## src/rtl/miriscv_timer.sv

```systemverilog
// Memory-mapped prescaled compare timer with sticky MATCH flag and level interrupt request.
// Optional wrap interrupt (STATUS.OVF / CTRL.OVF_IE) enabled by defining MIRISCV_TIMER_OVF_IRQ_EN.
module miriscv_timer #(
  parameter logic [31:0] BASE_ADDR = 32'h0000_0100,
  parameter int unsigned PRESC_W   = 16
) (
  input  logic        clk_i,
  input  logic        rst_n_i,
  input  logic        data_req_i,
  input  logic        data_we_i,
  input  logic [3:0]  data_be_i,
  input  logic [31:0] data_addr_i,
  input  logic [31:0] data_wdata_i,
  output logic [31:0] data_rdata_o,
  output logic        int_req_o,
  input  logic        int_fin_i
);

`ifdef MIRISCV_TIMER_OVF_IRQ_EN
  localparam bit HAS_OVF = 1'b1;
`else
  localparam bit HAS_OVF = 1'b0;
`endif
  localparam logic [3:0] CTRL_MASK = {HAS_OVF, 3'b111};

  localparam logic [2:0] IDX_CTRL   = 3'd0;
  localparam logic [2:0] IDX_PRESC  = 3'd1;
  localparam logic [2:0] IDX_CNT    = 3'd2;
  localparam logic [2:0] IDX_CMP    = 3'd3;
  localparam logic [2:0] IDX_STATUS = 3'd4;

  typedef enum logic {S_IDLE, S_PEND} state_e;

  logic [3:0]         ctrl_q, ctrl_d;
  logic [PRESC_W-1:0] presc_q, presc_d;
  logic [PRESC_W-1:0] pcnt_q, pcnt_d;
  logic [31:0]        cnt_q, cnt_d;
  logic [31:0]        cmp_q, cmp_d;
  logic               match_q, match_d;
  logic               ovf_q, ovf_d;
  state_e             state_q;
  logic               int_req_q;

  logic        sel, rd, wr_any;
  logic [2:0]  idx;
  logic        tick, hit, ovf_set;
  logic        clr_match, clr_ovf, fin_clr;
  logic [31:0] presc_merged;
  logic        addr_unused;

  function automatic logic [31:0] be_merge(input logic [31:0] old_v,
                                           input logic [31:0] new_v,
                                           input logic [3:0]  be);
    logic [31:0] r;
    r = old_v;
    for (int unsigned b = 0; b < 4; b++) begin
      if (be[b]) r[8*b +: 8] = new_v[8*b +: 8];
    end
    return r;
  endfunction

  assign addr_unused = ^data_addr_i[1:0];
  assign sel    = data_req_i && (data_addr_i[31:5] == BASE_ADDR[31:5]);
  assign idx    = data_addr_i[4:2];
  assign rd     = sel && !data_we_i;
  assign wr_any = sel && data_we_i && (data_be_i != 4'b0000);

  assign tick    = ctrl_q[0] && (pcnt_q == presc_q);
  assign hit     = tick && (cnt_q == cmp_q);
  assign ovf_set = HAS_OVF && tick && !hit && (cnt_q == '1);

  assign clr_match = wr_any && idx == IDX_STATUS && data_be_i[0] && data_wdata_i[0];
  assign clr_ovf   = HAS_OVF && wr_any && idx == IDX_STATUS && data_be_i[0] && data_wdata_i[1];
  assign fin_clr   = (state_q == S_PEND) && int_fin_i;

  assign presc_merged = be_merge(32'(presc_q), data_wdata_i, data_be_i);

  always_comb begin
    ctrl_d  = ctrl_q;
    presc_d = presc_q;
    cnt_d   = cnt_q;
    cmp_d   = cmp_q;
    pcnt_d  = pcnt_q + 1'b1;

    if (!ctrl_q[0] || tick) pcnt_d = '0;

    if (tick) cnt_d = hit ? '0 : cnt_q + 32'd1;
    if (hit && !ctrl_q[1]) ctrl_d[0] = 1'b0;

    // Bus writes are applied last so they win over the counter's own updates.
    if (wr_any) begin
      unique case (idx)
        IDX_CTRL:  if (data_be_i[0]) ctrl_d = data_wdata_i[3:0] & CTRL_MASK;
        IDX_PRESC: begin
          presc_d = presc_merged[PRESC_W-1:0];
          pcnt_d  = '0;
        end
        IDX_CNT:   cnt_d = be_merge(cnt_q, data_wdata_i, data_be_i);
        IDX_CMP:   cmp_d = be_merge(cmp_q, data_wdata_i, data_be_i);
        default: ;
      endcase
    end

    match_d = hit | (match_q & ~(clr_match | fin_clr));
    ovf_d   = ovf_set | (ovf_q & ~(clr_ovf | fin_clr));
  end

  always_ff @(posedge clk_i or negedge rst_n_i) begin
    if (!rst_n_i) begin
      ctrl_q  <= '0;
      presc_q <= '0;
      pcnt_q  <= '0;
      cnt_q   <= '0;
      cmp_q   <= '1;
      match_q <= 1'b0;
      ovf_q   <= 1'b0;
    end else begin
      ctrl_q  <= ctrl_d;
      presc_q <= presc_d;
      pcnt_q  <= pcnt_d;
      cnt_q   <= cnt_d;
      cmp_q   <= cmp_d;
      match_q <= match_d;
      ovf_q   <= ovf_d;
    end
  end

  always_ff @(posedge clk_i or negedge rst_n_i) begin
    if (!rst_n_i) begin
      state_q   <= S_IDLE;
      int_req_q <= 1'b0;
    end else begin
      unique case (state_q)
        S_IDLE: if ((match_q && ctrl_q[2]) || (ovf_q && ctrl_q[3])) begin
          state_q   <= S_PEND;
          int_req_q <= 1'b1;
        end
        S_PEND: if (int_fin_i || clr_match || clr_ovf) begin
          state_q   <= S_IDLE;
          int_req_q <= 1'b0;
        end
        default: begin
          state_q   <= S_IDLE;
          int_req_q <= 1'b0;
        end
      endcase
    end
  end

  assign int_req_o = int_req_q;

  always_comb begin
    data_rdata_o = '0;
    if (rd && rst_n_i) begin
      unique case (idx)
        IDX_CTRL:   data_rdata_o = {28'd0, ctrl_q};
        IDX_PRESC:  data_rdata_o = 32'(presc_q);
        IDX_CNT:    data_rdata_o = cnt_q;
        IDX_CMP:    data_rdata_o = cmp_q;
        IDX_STATUS: data_rdata_o = {30'd0, ovf_q, match_q};
        default:    data_rdata_o = '0;
      endcase
    end
  end

endmodule
```

## config.mk

```make
export PLATFORM = sky130hd
export DESIGN_NAME = miriscv_timer
export DESIGN_NICKNAME = d
export VERILOG_FILES = /design/src/rtl/miriscv_timer.sv
export SDC_FILE = /design/constraint.sdc
export NUM_CORES = 1
export LEC_CHECK = 0
export CORE_ASPECT_RATIO = 0.75
export CORE_MARGIN = 2
export CORE_UTILIZATION = 55
export CTS_CLUSTER_DIAMETER = 200
export DETAILED_ROUTE_END_ITERATION = 7
export PLACE_DENSITY_LB_ADDON = 0.1
export RECOVER_POWER = 100
export SLEW_MARGIN = 5
export SYNTH_ARGS = -nofsm -noshare
export SYNTH_HDL_FRONTEND = slang
export SYNTH_SLANG_ARGS = --single-unit
export TNS_END_PERCENT = 30
```

## constraint.sdc

```tcl
create_clock -name clk_i -period 2.7 [get_ports clk_i]
set_clock_uncertainty 0.05 [all_clocks]
set_input_delay 0.405 -clock clk_i [delete_from_list [all_inputs] [get_ports clk_i]]
set_output_delay 0.405 -clock clk_i [all_outputs]
set_load 0.01 [all_outputs]
```

# Word level (Yosys, flattened, before mapping)
# Cells that the tools add are included.
# Widths: inputs -> output; s select.
[classes] n_reduce_logical=28 muxes=23 add_sub_neg=2 bitwise=7 eq_ne=13
[op_table] op="$mux 32" count=5
[op_table] op="$pmux 32 s5" count=1
[op_table] op="$mux 16" count=3
[op_table] op="$add 32x1->32 const B" count=1
[op_table] op="$eq 32x32->1" count=1
[op_table] op="$mux 8" count=4
[op_table] op="$eq 27x4->1 const B" count=1
[op_table] op="$reduce_and 3->1" count=7
[op_table] op="$add 16x1->16 const B" count=1
[op_table] op="$eq 16x16->1" count=1
[op_table] op="$logic_and 1x1->1" count=13
[op_table] op="$ne 3x3->1 const B" count=4
[op_table] op="$mux 1" count=8
[op_table] op="$eq 3x2->1 const B" count=2
[op_table] op="$pmux 1 s2" count=2
[op_table] op="$reduce_bool 4->1" count=1
[op_table] op="$eq 3x1->1 const B" count=1
[op_table] op="$eq 3x3->1 const B" count=1
[op_table] op="$logic_not 1->1" count=3
[op_table] op="$logic_not 3->1" count=1
[op_table] op="$not 1->1" count=3
[op_table] op="$and 1x1->1" count=2
[op_table] op="$logic_or 1x1->1" count=2
[op_table] op="$ne 2x1->1 const B" count=1
[op_table] op="3 further kinds" count=4
[totals] ff_bits=103

# Longest topological paths before layout
# Gate-level depths: netlist of run 1.
[depth] word_depth=11 mapped_depth=9

# Worst setup path after synthesis of run 1
# No wires, ideal clock.
[synth_path] kind="in2out" from="input data_addr_i[10]" to="output data_rdata_o[21]" cell_stages=6 slack_ns=0.428 arrival_ns=1.817 cell_sequence="nor4b_2 > nand4_2 > nor2_1 > o2111ai_1 > clkbuf_1 > nor2_1"
[synth_between] elab_chain_len=5
[synth_rtl] element="from (decl)" line="12" text="input logic [31:0] data_addr_i,"
[synth_rtl] element="$eq 27x4->1" line="63" text="assign sel = data_req_i && (data_addr_i[31:5] == BASE_ADDR[31:5]);"
[synth_rtl] element="$logic_and 1x1->1" line="63"
[synth_rtl] element="$logic_and 1x1->1" line="65" text="assign rd = sel && !data_we_i;"
[synth_rtl] element="$logic_and 1x1->1" line="154" text="if (rd && rst_n_i) begin"
[synth_rtl] element="$mux 32" line="154"
[synth_rtl] element="to (decl)" line="14" text="output logic [31:0] data_rdata_o,"
# Every way passes these cells.

# Final worst setup path of run 1
[layout_path] from="input data_addr_i[4]" to="output data_rdata_o[21]"
[layout_between] elab_chain_len=3 elab_cells_between_ends=7
[layout_rtl] element="$eq 3x3->1 (tied with other cells)" line="155" text="unique case (idx)"
[layout_rtl] element="$pmux 32 s5 *" line="155"
[layout_rtl] element="$mux 32 *" line="154"
# Every way passes the cells marked *; elsewhere a longest branch is shown, timed or not.

==> impl_metrics.env, run 1 <==
export IMPL_crit_path_cell_trace="dlygate4sd3_1 > inv_1 > o2111ai_4 > clkbuf_2 > buf_6 > nor2_4 > buf_6"
export IMPL_layout_drive_gt1_share_pct=29.4
export IMPL_clock_path_buffers=2
export IMPL_max_freq_mhz=376
export IMPL_yosysTopAreaCell="dfrtp_1"
export IMPL_fin_nets=927
export IMPL_port_buffers=103
export IMPL_cp_slowest_stage_delay_ps=680
export IMPL_period_minus_slack_ps=2660
export IMPL_final_cell_area_mm2=0.00860
export IMPL_cts_tree="built"
export IMPL_grt_antenna_before_repair=0
export IMPL_num_vias=6411
export IMPL_worstPathArrival_ps=2210
export IMPL_synthCells=697
export IMPL_grt_pass1_wl_um=33900
export IMPL_power_leakage_nw=3.71
export IMPL_hold_viol_final=0
export IMPL_die_w_um=130
export IMPL_grt_pass1_vias=6182
export IMPL_cap_violations=1
export IMPL_viasPerCell=6.29
export IMPL_ant_nets=0
export IMPL_grt_overflow=0
export IMPL_hold_class="reg2reg"
export IMPL_ir_drop_mv=0.302
export IMPL_core_area_mm2=0.0116
export IMPL_synth_edf_count=0
export IMPL_violations="max-capacitance violations, max-slew violations"
export IMPL_synthesis_nets=772
export IMPL_rsz0062_at_grt="no"
export IMPL_drc=0
export IMPL_wl_um=22000
export IMPL_start_util_pct=56.5
export IMPL_drt_iter0_drc=943
export IMPL_die_area_mm2=0.0128
export IMPL_critPathSlowestCell="dlygate4sd3_1"
export IMPL_cts_root_buf="clkbuf_16"
export IMPL_endpoint_kind="output pin"
export IMPL_grt_usage_pct=34.8
export IMPL_status="complete, but fails checks"
export IMPL_ios=106
export IMPL_clkTransAtPathRegs_ps=70
export IMPL_cp_start_kind="primary input"
export IMPL_cp_buffers_inverters=5
export IMPL_async_flop_share_pct=100
export IMPL_setup_viol=0
export IMPL_synthFlopType="dfrtp_1"
export IMPL_path_common_cell="buf_6"
export IMPL_die_y_um=98.6
export IMPL_num_antenna_cells=0
export IMPL_critPathTopFamily="buffers and inverters"
export IMPL_ys_warn_count=0
export IMPL_ys_types=57
export IMPL_cts_made_buffers=9
export IMPL_htreeDepth=3
export IMPL_grt_max_degree=71
export IMPL_netlist_area_leader_share_pct=27.1
export IMPL_rows=34
export IMPL_crit_required_ps=2250
export IMPL_synth_common_cells="dfrtp_1, nor2_1, mux2_2"
export IMPL_synthTopCellsByArea="dfrtp_1, dfstp_2, mux2_2"
export IMPL_final_max_slew_viol_count=71
export IMPL_syn_area_mm2=0.00657
export IMPL_syn_area_per_cell_um2=9.42
export IMPL_ys_seq_elements=103
export IMPL_fin_crit_sh_pct=98.6
export IMPL_place_congestion=0.930
export IMPL_cts_sinks=103
export IMPL_fillers=897
export IMPL_clock_latency_ps=350
export IMPL_crit_fanout=4
export IMPL_wl_per_cell_um=21.6
export IMPL_max_slew_margin_pct=-19.8
export IMPL_area_delta_synth_final_pct=31.0
export IMPL_final_util_pct=74.1
export IMPL_criticalPathCategory="in2out"
export IMPL_first_pass_iters=7
export IMPL_placed_area_mm2=0.00827
export IMPL_tightest_slew_ps=1800
export IMPL_yosysMostFrequentCell="dfrtp_1"
export IMPL_powerDensity_mw_per_mm2=356
export IMPL_seq_area_frac_synth_pct=39.9
export IMPL_hpwl_um=15700
[power by group]
part | switching (mW) | internal [mW] | leakage, nW
logic | 0.135 | 0.125 | 2.26
clock network | 0.621 | 0.634 | 0.134
registers | 0.00149 | 1.55 | 1.31
total | 0.757 | 2.30 | 3.71
[cell families after synthesis]
kind of cell,share of synthesized area (%)
muxes,12.4
DFF,39.9
xor gates and xnor gates,9.47
buffers and inverters,4.06
AOI/OAI and AO/OA,12.0
and+or+nand+nor,21.8
adders and majority gates,0.381
[per-stage QoR]
step | power [mW] | cells | setup WS, ps | setup TNS (ps) | hold WS (ps)
floorplan | 1.63 | 697 | 428 | 0 | 59.4
global placement | 1.83 | 988 | -410 | -16040 | 428
detailed placement | 1.83 | 988 | -441 | -19210 | 437
CTS | 3.07 | 1016 | -49.0 | -49.0 | 310
global route | 3.15 | 1019 | 8.63 | 0 | 473
finish | 3.06 | 1019 | 37.7 | 0 | 454
[cells in the final DEF, fill, tap and decap left out, drive strengths merged, types with 10 or more instances in the layout]
| cell type | instances |
|---|---|
| buf | 91 |
| dfrtp | 71 |
| nor2 | 68 |
| mux2 | 66 |
| nand2 | 53 |
| nand3 | 40 |
| clkbuf | 40 |
| xnor2 | 38 |
| clkdlybuf4s50 | 38 |
| xor2 | 33 |
| nand4 | 33 |
| dfstp | 32 |
| a22oi | 30 |
| o21ai | 25 |
| inv | 24 |
| and3 | 22 |
| a31oi | 15 |
| nor4 | 15 |
| and4 | 11 |
| dlygate4sd2 | 10 |
[flip-flops by register name, indices dropped and copies added, names as in the netlist]
register,count
cnt_q,32
pcnt_q,16
ovf_q,1
presc_q,16
int_req_o,1
cmp_q,32
state_q,1
ctrl_q,3
match_q,1
[what timing repair did]
action	in CTS	in global routing
cloned	3	1
pin swaps	16	13
endpoints found under the setup margin	34	38
buffers inserted	9	2
hold buffers	0	0
gates resized for setup	177	42
[final cells by class]
cell class                      count  area [um^2]  share of cell area, %
Multi-Input combinational cell    528         3870                   45.0
Timing Repair Buffer              189         1560                   18.1
Sequential cell                   103         2620                   30.4
Inverter                           21         78.8                  0.916
Tap cell                          162          203                   2.36
Clock inverter                      6         43.8                  0.509
Clock buffer                       10          229                   2.66
[metal layers]
metal	up-vias	GRT usage [%]	wire, um
met2	391	52.0	9500
met1	3100	51.2	9680
li1	2863	-	-
met4	0	8.19	411
met5	-	0	0
met3	57	8.36	2420
[final timing paths]
path	slack, ps	to	start	depth (start not counted)
max	40	data_rdata_o[21]	data_addr_i[4]	7
max reg2reg	80	cnt_q[14]	pcnt_q[6]	8
min reg2reg	450	ovf_q	ovf_q	1
min	450	ovf_q	ovf_q	1
max in group asynchronous	410	cmp_q[5]	rst_n_i	3
min in group asynchronous	820	pcnt_q[6]	rst_n_i	2
(Power assumes the default switching activity.)
==> run 2, diff against run 1 <==
- CAP_MARGIN: not set -> 20
- CTS_CLUSTER_SIZE: not set -> 16
==> results of run 2 <==
Same layout as run 1: the final DEF is identical, and so are final timing and power.
==> run 3, diff against run 2 <==
- CELL_PAD_IN_SITES_DETAIL_PLACEMENT: not set -> 1
- CELL_PAD_IN_SITES_GLOBAL_PLACEMENT: not set -> 1
- CORE_ASPECT_RATIO: 0.75 -> 2
- CORE_UTILIZATION: 55 -> 42
==> run 3 against run 2 <==
Critical endpoint is now data_rdata_o[2]. Utilization fell by 17 points. First-iteration DRC count fell by 69%. Sequential cell count did not move. Maximum frequency is 1.3% higher. Setup slack better by 35 ps. Wire length increased by 14%. Largest cell class unchanged. Register-to-register slack better by 30 ps. Via count shrank 1.9%. Global-route usage fell by 4.5 points. Non-clock buffer count shrank 6. Worst hold slack better by 1.8 ps. Critical path type unchanged. Combinational power is essentially flat. The run now ends clean.
==> impl_metrics.env, run 3 (same netlist as run 1, synthesis figures left out) <==
export IMPL_status="complete, no violations"
export IMPL_fin_crit_sh_pct=97.3
export IMPL_endpoint_kind="output pin"
export IMPL_powerDensity_mw_per_mm2=356
export IMPL_start_util_pct=42.9
export IMPL_grt_pass1_wl_um=39000
export IMPL_grt_max_degree=59
export IMPL_core_area_mm2=0.0153
export IMPL_grt_overflow=0
export IMPL_dp_cells=1020
export IMPL_htreeDepth=3
export IMPL_grt_usage_pct=30.3
export IMPL_worstHoldPathCells=1
export IMPL_num_vias=6286
export IMPL_max_freq_mhz=381
export IMPL_port_buffers=103
export IMPL_hpwl_um=18300
export IMPL_fin_nets=921
export IMPL_rsz0062_at_grt="yes"
export IMPL_cts_tree="built"
export IMPL_crit_required_ps=2250
export IMPL_crit_fanout=7
export IMPL_place_congestion=0.909
export IMPL_rows=64
export IMPL_period_minus_slack_ps=2630
export IMPL_p_total_mw=3.09
export IMPL_r2r_cells=9
export IMPL_holdWs_ps=456
export IMPL_die_w_um=92.4
export IMPL_grt_antenna_before_repair=0
export IMPL_worst_slack_ps=73.1
export IMPL_clkTransAtPathRegs_ps=70
export IMPL_path_common_cell="buf_6"
export IMPL_die_area_mm2=0.0167
export IMPL_max_slew_margin_pct=14.5
export IMPL_cts_sinks=103
export IMPL_cts_made_buffers=9
export IMPL_viasPerCell=5.99
export IMPL_die_y_um=181
export IMPL_ir_drop_mv=0.254
export IMPL_mostFrequentLayoutCell="dfrtp_1"
export IMPL_critPathSlowestCell="dlygate4sd2_1"
export IMPL_cap_violations=0
export IMPL_hold_viol_final=0
export IMPL_crit_path_cell_trace="dlygate4sd2_1 > nor4b_4 > nand4_2 > nor2_4 > buf_6 > nand4_1 > buf_6 > buf_8 > buf_6 > nor2b_4 > buf_6"
export IMPL_wl_per_cell_um=23.8
export IMPL_power_leakage_nw=3.71
export IMPL_tightest_slew_ps=1280
export IMPL_worstPathArrival_ps=2170
export IMPL_placed_area_mm2=0.00828
export IMPL_place_ws_ps=-438
export IMPL_wl_um=25000
export IMPL_grt_pass1_vias=6933
export IMPL_hold_class="reg2reg"
export IMPL_layout_common_cells="dfrtp_1, mux2_2, nor2_1"
export IMPL_final_cell_area_mm2=0.00868
export IMPL_area_delta_synth_final_pct=32.2
export IMPL_drc=0
export IMPL_cts_root_buf="clkbuf_16"
export IMPL_final_max_slew_viol_count=0
export IMPL_criticalPathCategory="in2out"
export IMPL_first_pass_iters=5
export IMPL_drt_iter0_drc=293
export IMPL_final_cells=1049
export IMPL_ios=106
export IMPL_clock_path_buffers=2
export IMPL_layout_drive_gt1_share_pct=29.6
export IMPL_reg_top3="cmp_q (32), cnt_q (32)"
export IMPL_clock_latency_ps=350
export IMPL_cp_start_kind="primary input"
export IMPL_cp_slowest_stage_delay_ps=280
export IMPL_r2r_setup_slack_ps=110
export IMPL_ant_nets=0
export IMPL_setup_viol=0
export IMPL_num_antenna_cells=0
==> run 3: cell types whose count changed in the layout (fill, tap and decap cells not counted), sizes merged, moves of 2 or more <==
cell,delta
buf,+3
clkbuf,-11
clkdlybuf4s15,-5
clkdlybuf4s50,+2
clkinvlp,+2
dlygate4sd2,+9
dlygate4sd3,-2
dlymetal6s2s,-2
==> run 3: final cells by class <==
type,count,area [um^2]
clock buffer,10,229
clock inverter,6,53.8
fill,1749,6620
inverter,21,78.8
multi-input combinational,528,3860
sequential,103,2620
tap,198,248
timing repair buffer,183,1590
==> run 3: path summary, 6_finish.rpt <==
kind	from	endpoint
setup / recovery	data_addr_i[9]	data_rdata_o[2]
hold / removal	ovf_q	ovf_q
setup reg to reg	cmp_q[31]	cnt_q[28]
hold reg to reg	ovf_q	ovf_q
max in group asynchronous	rst_n_i	presc_q[7]
min in group asynchronous	rst_n_i	cnt_q[20]
==> run 3: per-layer routing <==
metal | up-vias | wire, um | GRT usage [%] | part of all wire (%)
met5 | - | 0 | 0 | 0
met4 | 0 | 1390 | 16.2 | 5.6
met3 | 65 | 816 | 3.34 | 3.3
met2 | 175 | 14100 | 58.2 | 57
met1 | 3201 | 8670 | 31.0 | 35
li1 | 2845 | - | - | -
==> run 3: what timing repair did <==
| action | CTS | global route |
|---|---|---|
| hold buffers | 0 | 0 |
| endpoints found under the setup margin | 32 | 52 |
| resized for setup | 166 | 45 |
| pin swaps | 13 | 8 |
| gates cloned | 3 | 0 |
| buffers inserted | 10 | 1 |
==> run 3: worst max-delay path, delay by kind of cell <==
kind / cells / cell delay (ps)
buf+inv: 6 / 910
simple gates: 5 / 850
==> run 3: power by group <==
group          switching, mW  internal, mW  leakage [nW]
Combinational          0.138         0.124          2.27
Sequential           0.00170          1.55          1.31
Clock                  0.637         0.642         0.129
Total                  0.777          2.31          3.71
==> run 3: per-stage QoR <==
step	utilization (%)	setup TNS, ps
final	56.7	0
after global routing	56.7	-15.4
after CTS	57.0	-32.2
after detailed placement	54.1	-18470
after global placement	54.1	-13290
after floorplan	-	0
